==> src/rtl/inst_fetch_unit_pkg.sv <==
// Shared definitions for the IF stage of the 5-stage MIPS pipeline.
// Holds bus widths, stall encoding, the reset PC default, and the packed
// layouts of the branch bus (ID -> IF) and the IF -> ID bus.
package inst_fetch_unit_pkg;

    localparam int unsigned IF_TO_ID_WD = 33;
    localparam int unsigned BR_WD       = 33;
    localparam int unsigned StallBus    = 6;

    // Stall vector bit encoding; bit 0 = PC, bit 1 = IF/ID.
    localparam logic Stop   = 1'b1;
    localparam logic NoStop = 1'b0;

    // First fetch address is RESET_PC + 4 = 32'hBFC0_0000.
    localparam logic [31:0] RESET_PC_DEFAULT = 32'hBFBF_FFFC;

    typedef struct packed {
        logic        br_e;
        logic [31:0] br_addr;
    } br_bus_t;

    typedef struct packed {
        logic        ce;
        logic [31:0] pc;
    } if_to_id_t;

    // Word-aligned check for instruction fetch addresses.
    function automatic logic pc_misaligned(input logic [31:0] pc);
        return pc[1:0] != 2'b00;
    endfunction

endpackage

==> src/rtl/inst_fetch_unit_if_hold_buf.sv <==
// Replay hold buffer for the IF -> ID instruction word.
// When the IF/ID register is stalled, the SRAM keeps re-reading a frozen
// address and its data may change; this buffer captures the first word seen
// during the stall and presents it until the stall releases.
// Ports:
//   clk, rst     - clock, synchronous active-high reset
//   hold         - IF/ID stage is stalled this cycle
//   rdata        - raw SRAM read data
//   inst         - stall-stable instruction word
module inst_fetch_unit_if_hold_buf (
    input  logic        clk,
    input  logic        rst,
    input  logic        hold,
    input  logic [31:0] rdata,
    output logic [31:0] inst
);

    logic [31:0] hold_inst;
    logic        hold_valid;

    always_ff @(posedge clk) begin
        if (rst) begin
            hold_inst  <= 32'b0;
            hold_valid <= 1'b0;
        end else if (hold) begin
            // Only the first word of a stall is kept; later re-reads are ignored.
            if (!hold_valid) begin
                hold_inst  <= rdata;
                hold_valid <= 1'b1;
            end
        end else begin
            hold_valid <= 1'b0;
        end
    end

    assign inst = hold_valid ? hold_inst : rdata;

endmodule

==> src/rtl/inst_fetch_unit.sv <==
// IF stage of the 5-stage MIPS pipeline.
// Owns the PC register, issues instruction-SRAM reads, accepts redirects from
// ID via the branch bus, and forwards {ce, pc} plus a stall-stable
// instruction word to ID.
// Ports:
//   clk, rst           - clock, synchronous active-high reset
//   stall              - per-stage stall vector (bit 0 PC, bit 1 IF/ID)
//   br_bus             - {br_e, br_addr} from ID
//   inst_sram_*        - instruction SRAM read port (write side tied off)
//   if_to_id_bus       - {ce, pc} to the ID pipeline register
//   if_inst            - instruction for the PC held in ID's register
//   if_adel            - fetch address misaligned
//   perf_fetch_cnt     - accepted fetches
//   perf_redirect_cnt  - accepted redirects
module inst_fetch_unit
    import inst_fetch_unit_pkg::*;
#(
    parameter logic [31:0] RESET_PC = RESET_PC_DEFAULT
) (
    input  logic                   clk,
    input  logic                   rst,
    input  logic [StallBus-1:0]    stall,
    input  logic [BR_WD-1:0]       br_bus,
    input  logic [31:0]            inst_sram_rdata,
    output logic                   inst_sram_en,
    output logic [3:0]             inst_sram_wen,
    output logic [31:0]            inst_sram_addr,
    output logic [31:0]            inst_sram_wdata,
    output logic [IF_TO_ID_WD-1:0] if_to_id_bus,
    output logic [31:0]            if_inst,
    output logic                   if_adel,
    output logic [31:0]            perf_fetch_cnt,
    output logic [31:0]            perf_redirect_cnt
);

    br_bus_t     br;
    if_to_id_t   to_id;
    logic [31:0] pc_reg;
    logic        ce_reg;
    logic [31:0] next_pc;
    logic        pc_advance;
    logic        fetch_fire;
    logic        redirect_fire;

    // Upper stall bits belong to later stages.
    logic unused_stall;
    assign unused_stall = ^stall[StallBus-1:2];

    assign br = br_bus;

    // Branch target wins; sequential increment wraps silently at 2^32.
    assign next_pc    = br.br_e ? br.br_addr : pc_reg + 32'd4;
    assign pc_advance = (stall[0] == NoStop);

    always_ff @(posedge clk) begin
        if (rst) begin
            pc_reg <= RESET_PC;
            ce_reg <= 1'b0;
        end else if (pc_advance) begin
            pc_reg <= next_pc;
            ce_reg <= 1'b1;
        end
    end

    // A misaligned PC still flows downstream with ce set so ID can trap it.
    assign if_adel = ce_reg & pc_misaligned(pc_reg);

    assign inst_sram_en    = ce_reg & ~if_adel;
    assign inst_sram_wen   = 4'b0000;
    assign inst_sram_addr  = pc_reg;
    assign inst_sram_wdata = 32'b0;

    assign to_id.ce     = ce_reg;
    assign to_id.pc     = pc_reg;
    assign if_to_id_bus = to_id;

    assign fetch_fire    = pc_advance & ce_reg & ~if_adel;
    assign redirect_fire = pc_advance & br.br_e;

    always_ff @(posedge clk) begin
        if (rst) begin
            perf_fetch_cnt    <= 32'b0;
            perf_redirect_cnt <= 32'b0;
        end else begin
            if (fetch_fire) begin
                perf_fetch_cnt <= perf_fetch_cnt + 32'd1;
            end
            if (redirect_fire) begin
                perf_redirect_cnt <= perf_redirect_cnt + 32'd1;
            end
        end
    end

    inst_fetch_unit_if_hold_buf u_hold_buf (
        .clk   (clk),
        .rst   (rst),
        .hold  (stall[1] == Stop),
        .rdata (inst_sram_rdata),
        .inst  (if_inst)
    );

endmodule

==> config.mk <==
export PLATFORM = sky130hd
export DESIGN_NAME = inst_fetch_unit
export DESIGN_NICKNAME = d
export VERILOG_FILES = /design/src/rtl/inst_fetch_unit_pkg.sv /design/src/rtl/inst_fetch_unit_if_hold_buf.sv /design/src/rtl/inst_fetch_unit.sv
export SDC_FILE = /design/constraint.sdc
export NUM_CORES = 1
export LEC_CHECK = 0
export CAP_MARGIN = 20
export CORE_MARGIN = 2
export CORE_UTILIZATION = 40
export CTS_CLUSTER_DIAMETER = 100
export CTS_CLUSTER_SIZE = 10
export DETAILED_ROUTE_END_ITERATION = 10
export HOLD_SLACK_MARGIN = 0.15
export PLACE_DENSITY = 0.86
export SLEW_MARGIN = 20
export SYNTH_ARGS = -nofsm -noshare
export SYNTH_HDL_FRONTEND = slang
export SYNTH_SLANG_ARGS = --single-unit
==> constraint.sdc <==
create_clock -name clk -period 2.1 [get_ports clk]
set_input_delay 0.63 -clock clk [delete_from_list [all_inputs] [get_ports clk]]
set_output_delay 0.63 -clock clk [all_outputs]
set_load 0.01 [all_outputs]
# After elaboration in Yosys (flattened, before gate mapping)
# Index checks and enable logic that the tools add are counted.
# Widths: inputs -> output; s select.
[word_totals] register_bits=130 inputBits=73 elab_cells=20 out_inout_bits=199
[op_classes] n_addsub=3 n_bitwise=7 reduce_logical=1 mux=3
[ops] cell="$add 32x1->32 const B" n=2
[ops] cell="$mux 32" n=2
[ops] cell="$add 32x3->32 const B" n=1
[ops] cell="$and 1x1->1" n=5
[ops] cell="$not 1->1" n=2
[ops] cell="$reduce_bool 2->1" n=1
[ops] cell="$mux 1" n=1

# Longest topological paths before layout
[depth] word_depth=4 ltp_mapped=7 depth_no_buf=6

# By module
# A second synthesis with hierarchy kept.
[unflattened] cells_unflattened=875 hier_area_um2=7618.6
[by_module_without_submodules] mod="inst_fetch_unit" cells_each=692 area_per_inst_um2=5586.6 instances=1
[by_module_without_submodules] mod="inst_fetch_unit_if_hold_buf" cells_each=183 area_per_inst_um2=2031.9 instances=1

# Worst setup path after synthesis
# No wires, ideal clock.
[synth_path] path_kind="input-to-reg" startpoint="input port stall[0]" endpoint="register perf_fetch_cnt[22]" stages=5 required_ns=1.972 slack_ns=-0.153 setup_time_ns=0.128 path_buffers=0 arrival_time_ns=2.125 path_cell_list="or4b_1 > nor4_1 > nand4_1 > xor2_1 > nor2_1"
[synth_via] elab_chain_cells=3
[synth_rtl] element="from (decl)" line_no="inst_fetch_unit.sv:22" source="input logic [StallBus-1:0] stall,"
[synth_rtl] element="$not 1->1" line_no="inst_fetch_unit.sv:53" source="assign pc_advance = (stall[0] == NoStop);"
[synth_rtl] element="$and 1x1->1 (2 in a row)" line_no="inst_fetch_unit.sv:77" source="assign fetch_fire = pc_advance & ce_reg & ~if_adel;"
[synth_rtl] element="to (signal assigned)" line_no="inst_fetch_unit.sv:86" source="perf_fetch_cnt <= perf_fetch_cnt + 32'd1;"
[synth_rtl] element="to (decl)" line_no="inst_fetch_unit.sv:32" source="output logic [31:0] perf_fetch_cnt,"
# Every way passes these cells.
# A chain may end at the register's enable or synchronous reset.

# Final worst setup path
[layout_path] startpoint="register u_hold_buf.hold_valid" endpoint="output port if_inst[27]"
[layout_via] elab_chain_cells=1
[layout_rtl] element="from (decl)" line_no="inst_fetch_unit_if_hold_buf.sv:19" source="logic hold_valid;"
[layout_rtl] element="from (signal assigned)" line_no="inst_fetch_unit_if_hold_buf.sv:24" source="hold_valid <= 1'b0;"
[layout_rtl] element="from (signal assigned)" line_no="inst_fetch_unit_if_hold_buf.sv:29" source="hold_valid <= 1'b1;"
[layout_rtl] element="from (signal assigned)" line_no="inst_fetch_unit_if_hold_buf.sv:32" source="hold_valid <= 1'b0;"
[layout_rtl] element="$mux 32" line_no="inst_fetch_unit_if_hold_buf.sv:36" source="assign inst = hold_valid ? hold_inst : rdata;"
[layout_rtl] element="to (decl)" line_no="inst_fetch_unit.sv:30" source="output logic [31:0] if_inst,"
# Every way passes these cells.

==> flow_summary.ini <==
[yosys]
synth-simple-area-share = 0.236
synth-adder-area-share = 0.00545
yosys_most_used_dff = dfxtp_1
synth_compound_area_frac = 0.0962
async_flop_share = 0
synth_area_per_cell_um2 = 8.40
synth_seq_area_share = 0.378
synth_xor_area_frac = 0.0661
synth_top_family_by_area = simple AND/OR/NAND/NOR gates
synthMuxAreaShare = 0.108
synth_edf_count = 0
synth_cell_types = 60
syn_inst = 820
netlist_area_mm2 = 0.00689
ys_warn_count = 0
yosys_register_bits = 130

[setup_path]
required_ns = 1.47
slowest_stage = dfxtp_4
crit_arrival_ns = 1.52
critPathLaunchType = flip-flop
crit_chain = clkbuf_16 -> buf_6 -> mux2_4 -> buf_6
rr_startpoint = perf_redirect_cnt[3]$_SDFFE_PP0P_
crit_path_end_kind = output pin
cp_max_fo = 8
path_class = flip-flop to output pin
critical_path.most_common_cell = buf_6
max_stage_delay_ns = 0.41
timing.critical_path.buf_inv = 3
critPathLaunch = u_hold_buf.hold_valid$_SDFF_PP0_
crit_family = flip-flops

[grt]
overflow = 0
antenna_found_initial = 0
grt_pass1_wl_um = 31600
grt_max_degree = 61
grt_pass1_vias = 6432
grt_usage = 0.213

[routing]
first_pass_iters = 6
drtAntennaViolNets = 0
route.vias.total = 6836
drcViolationCount = 0
via_per_inst = 5.30
drt_iter0_markers = 385
wl_um = 20700
wire_per_inst_um = 16.1

[placement]
dp_cells = 1251
dp_hpwl_um = 14300
routabilityCongestion = 0.862
portBuffers = 231

[cells_and_area]
nFillCells = 1347
fin_cells = 1289
final_cell_mix = clkdlybuf4s50_1 (169), nor2_1 (116), dfxtp_1 (100), buf_4 (54), nand2_1 (52)
antenna_cells = 0
fin_nets = 1132
layout_commonest_cell = clkdlybuf4s50_1
drive_gt1_frac = 0.196
utilization = 0.624
area_delta_synth_final_pct = 51.2

[timing]
setup_ws_ns = -0.0487
hold_violations = 0
setup_viol = 9
hold_ws_ns = 0.495
min_period_over_period = 1.02
fmax_ghz = 0.465
drv_slew = 0
grt_setup_unrepaired = true
min_period_ns = 2.15
finClkSkew_ns = 0.00819

[die]
die_y_um = 135
die-area_mm2 = 0.0183
num_rows = 47
core_area_mm2 = 0.0167
die_x_um = 135
start_util = 0.413
ios = 272

[power]
powerDensity_mw_per_mm2 = 708
vdd_drop_max_mv = 0.555
p_leak_nw = 4.30

[cts]
cts_buffers = 17
cts_tree = built
clkLatencyLatePin_ns = 0.42
clockBufferDepth = 2
cts-root-buf = clkbuf_16
cts_htree_levels = 4
path_clk_slew_ns = 0.06
cts.sinks = 130
cts_hold_buf = 0

[worst_hold_path]
hp-class = flip-flop to flip-flop
worstHoldStart = u_hold_buf.hold_inst[28]$_SDFFE_PP0P_

[outcome]
run_status = complete, but fails checks
failed_checks = negative setup slack

[job]
drv_cap = 0
synthesized netlist by cell type, drive strengths merged (26+ instances only):
master / number / area (µm²)
mux2i: 36 / 360
nor2: 116 / 435
xor2: 26 / 228
dfxtp: 130 / 2600
a21oi: 34 / 170
mux2: 34 / 383
nand2: 52 / 195
clkbuf: 33 / 124
nor3: 27 / 135
nand3: 37 / 190
nand4: 31 / 200
xnor2: 26 / 228
buf: 79 / 566
worst min-delay path, delay by kind of cell, from the launching register on:
kind / cells / cell delay [ns]
muxes: 1 / 0.06
DFF: 1 / 0.32
and+or+nand+nor: 1 / 0.07
final timing paths:
path	endpoint	slack, ns	depth (start not counted)
worst max-delay path	if_inst[27]	-0.05	4
worst min-delay path	u_hold_buf.hold_inst[28]$_SDFFE_PP0P_	0.49	2
worst max register to register	perf_redirect_cnt[23]$_SDFFE_PP0P_	0.12	5
worst min register to register	u_hold_buf.hold_inst[28]$_SDFFE_PP0P_	0.49	2
cell families after synthesis:
kind of cell,count (synthesis)
flip-flops,130
XOR/XNOR,52
multiplexers,70
adder cells (fa/ha/maj),3
AND/OR/NAND/NOR,329
buffers and inverters,131
other,1
AO/OA/AOI/OAI,104
stage by stage:
step | total power, W | setup TNS (ns) | worst slack (ns) | instance area (µm²)
after floorplan | 0.00337 | -1.65 | -0.153 | 7060
after global placement | 0.00388 | -38.34 | -0.555 | 9450
after detailed placement | 0.00391 | -40.99 | -0.570 | 9450
after CTS | 0.00732 | -0.780 | -0.108 | 10100
after global routing | 0.00764 | -1.06 | -0.102 | 10400
final | 0.00737 | -0.292 | -0.0487 | 10400
per-layer routing:
metal,global-route usage,vias up,share of wire
met5,0,-,0
met4,0.0758,0,0.019
met3,0.0505,35,0.074
met2,0.371,289,0.50
met1,0.256,3255,0.41
li1,-,3257,-
cell type report:
type | instances | area [µm²] | area share
flip-flops and latches | 130 | 2650 | 0.254
well taps | 220 | 275 | 0.0264
clock inverters | 13 | 228 | 0.0219
multi-input cells | 594 | 3790 | 0.364
inverters | 19 | 71.3 | 0.00685
repair buffers | 294 | 2940 | 0.282
clock buffers | 19 | 464 | 0.0446
power breakdown:
group / total [W] / internal (W) / switching (W) / leakage (nW)
clock: 0.00345 / 0.00233 / 0.00112 / 0.334
sequential: 0.00265 / 0.00256 / 0.0000936 / 1.07
combinational: 0.00127 / 0.000671 / 0.000603 / 2.90
total: 0.00737 / 0.00556 / 0.00182 / 4.30
repair_timing:
item	CTS	global route
buffers inserted	0	4
pin swaps	0	0
endpoints found under the setup margin	72	83
cloned	0	2
resized for setup	138	99
(Power assumes the default switching activity.)
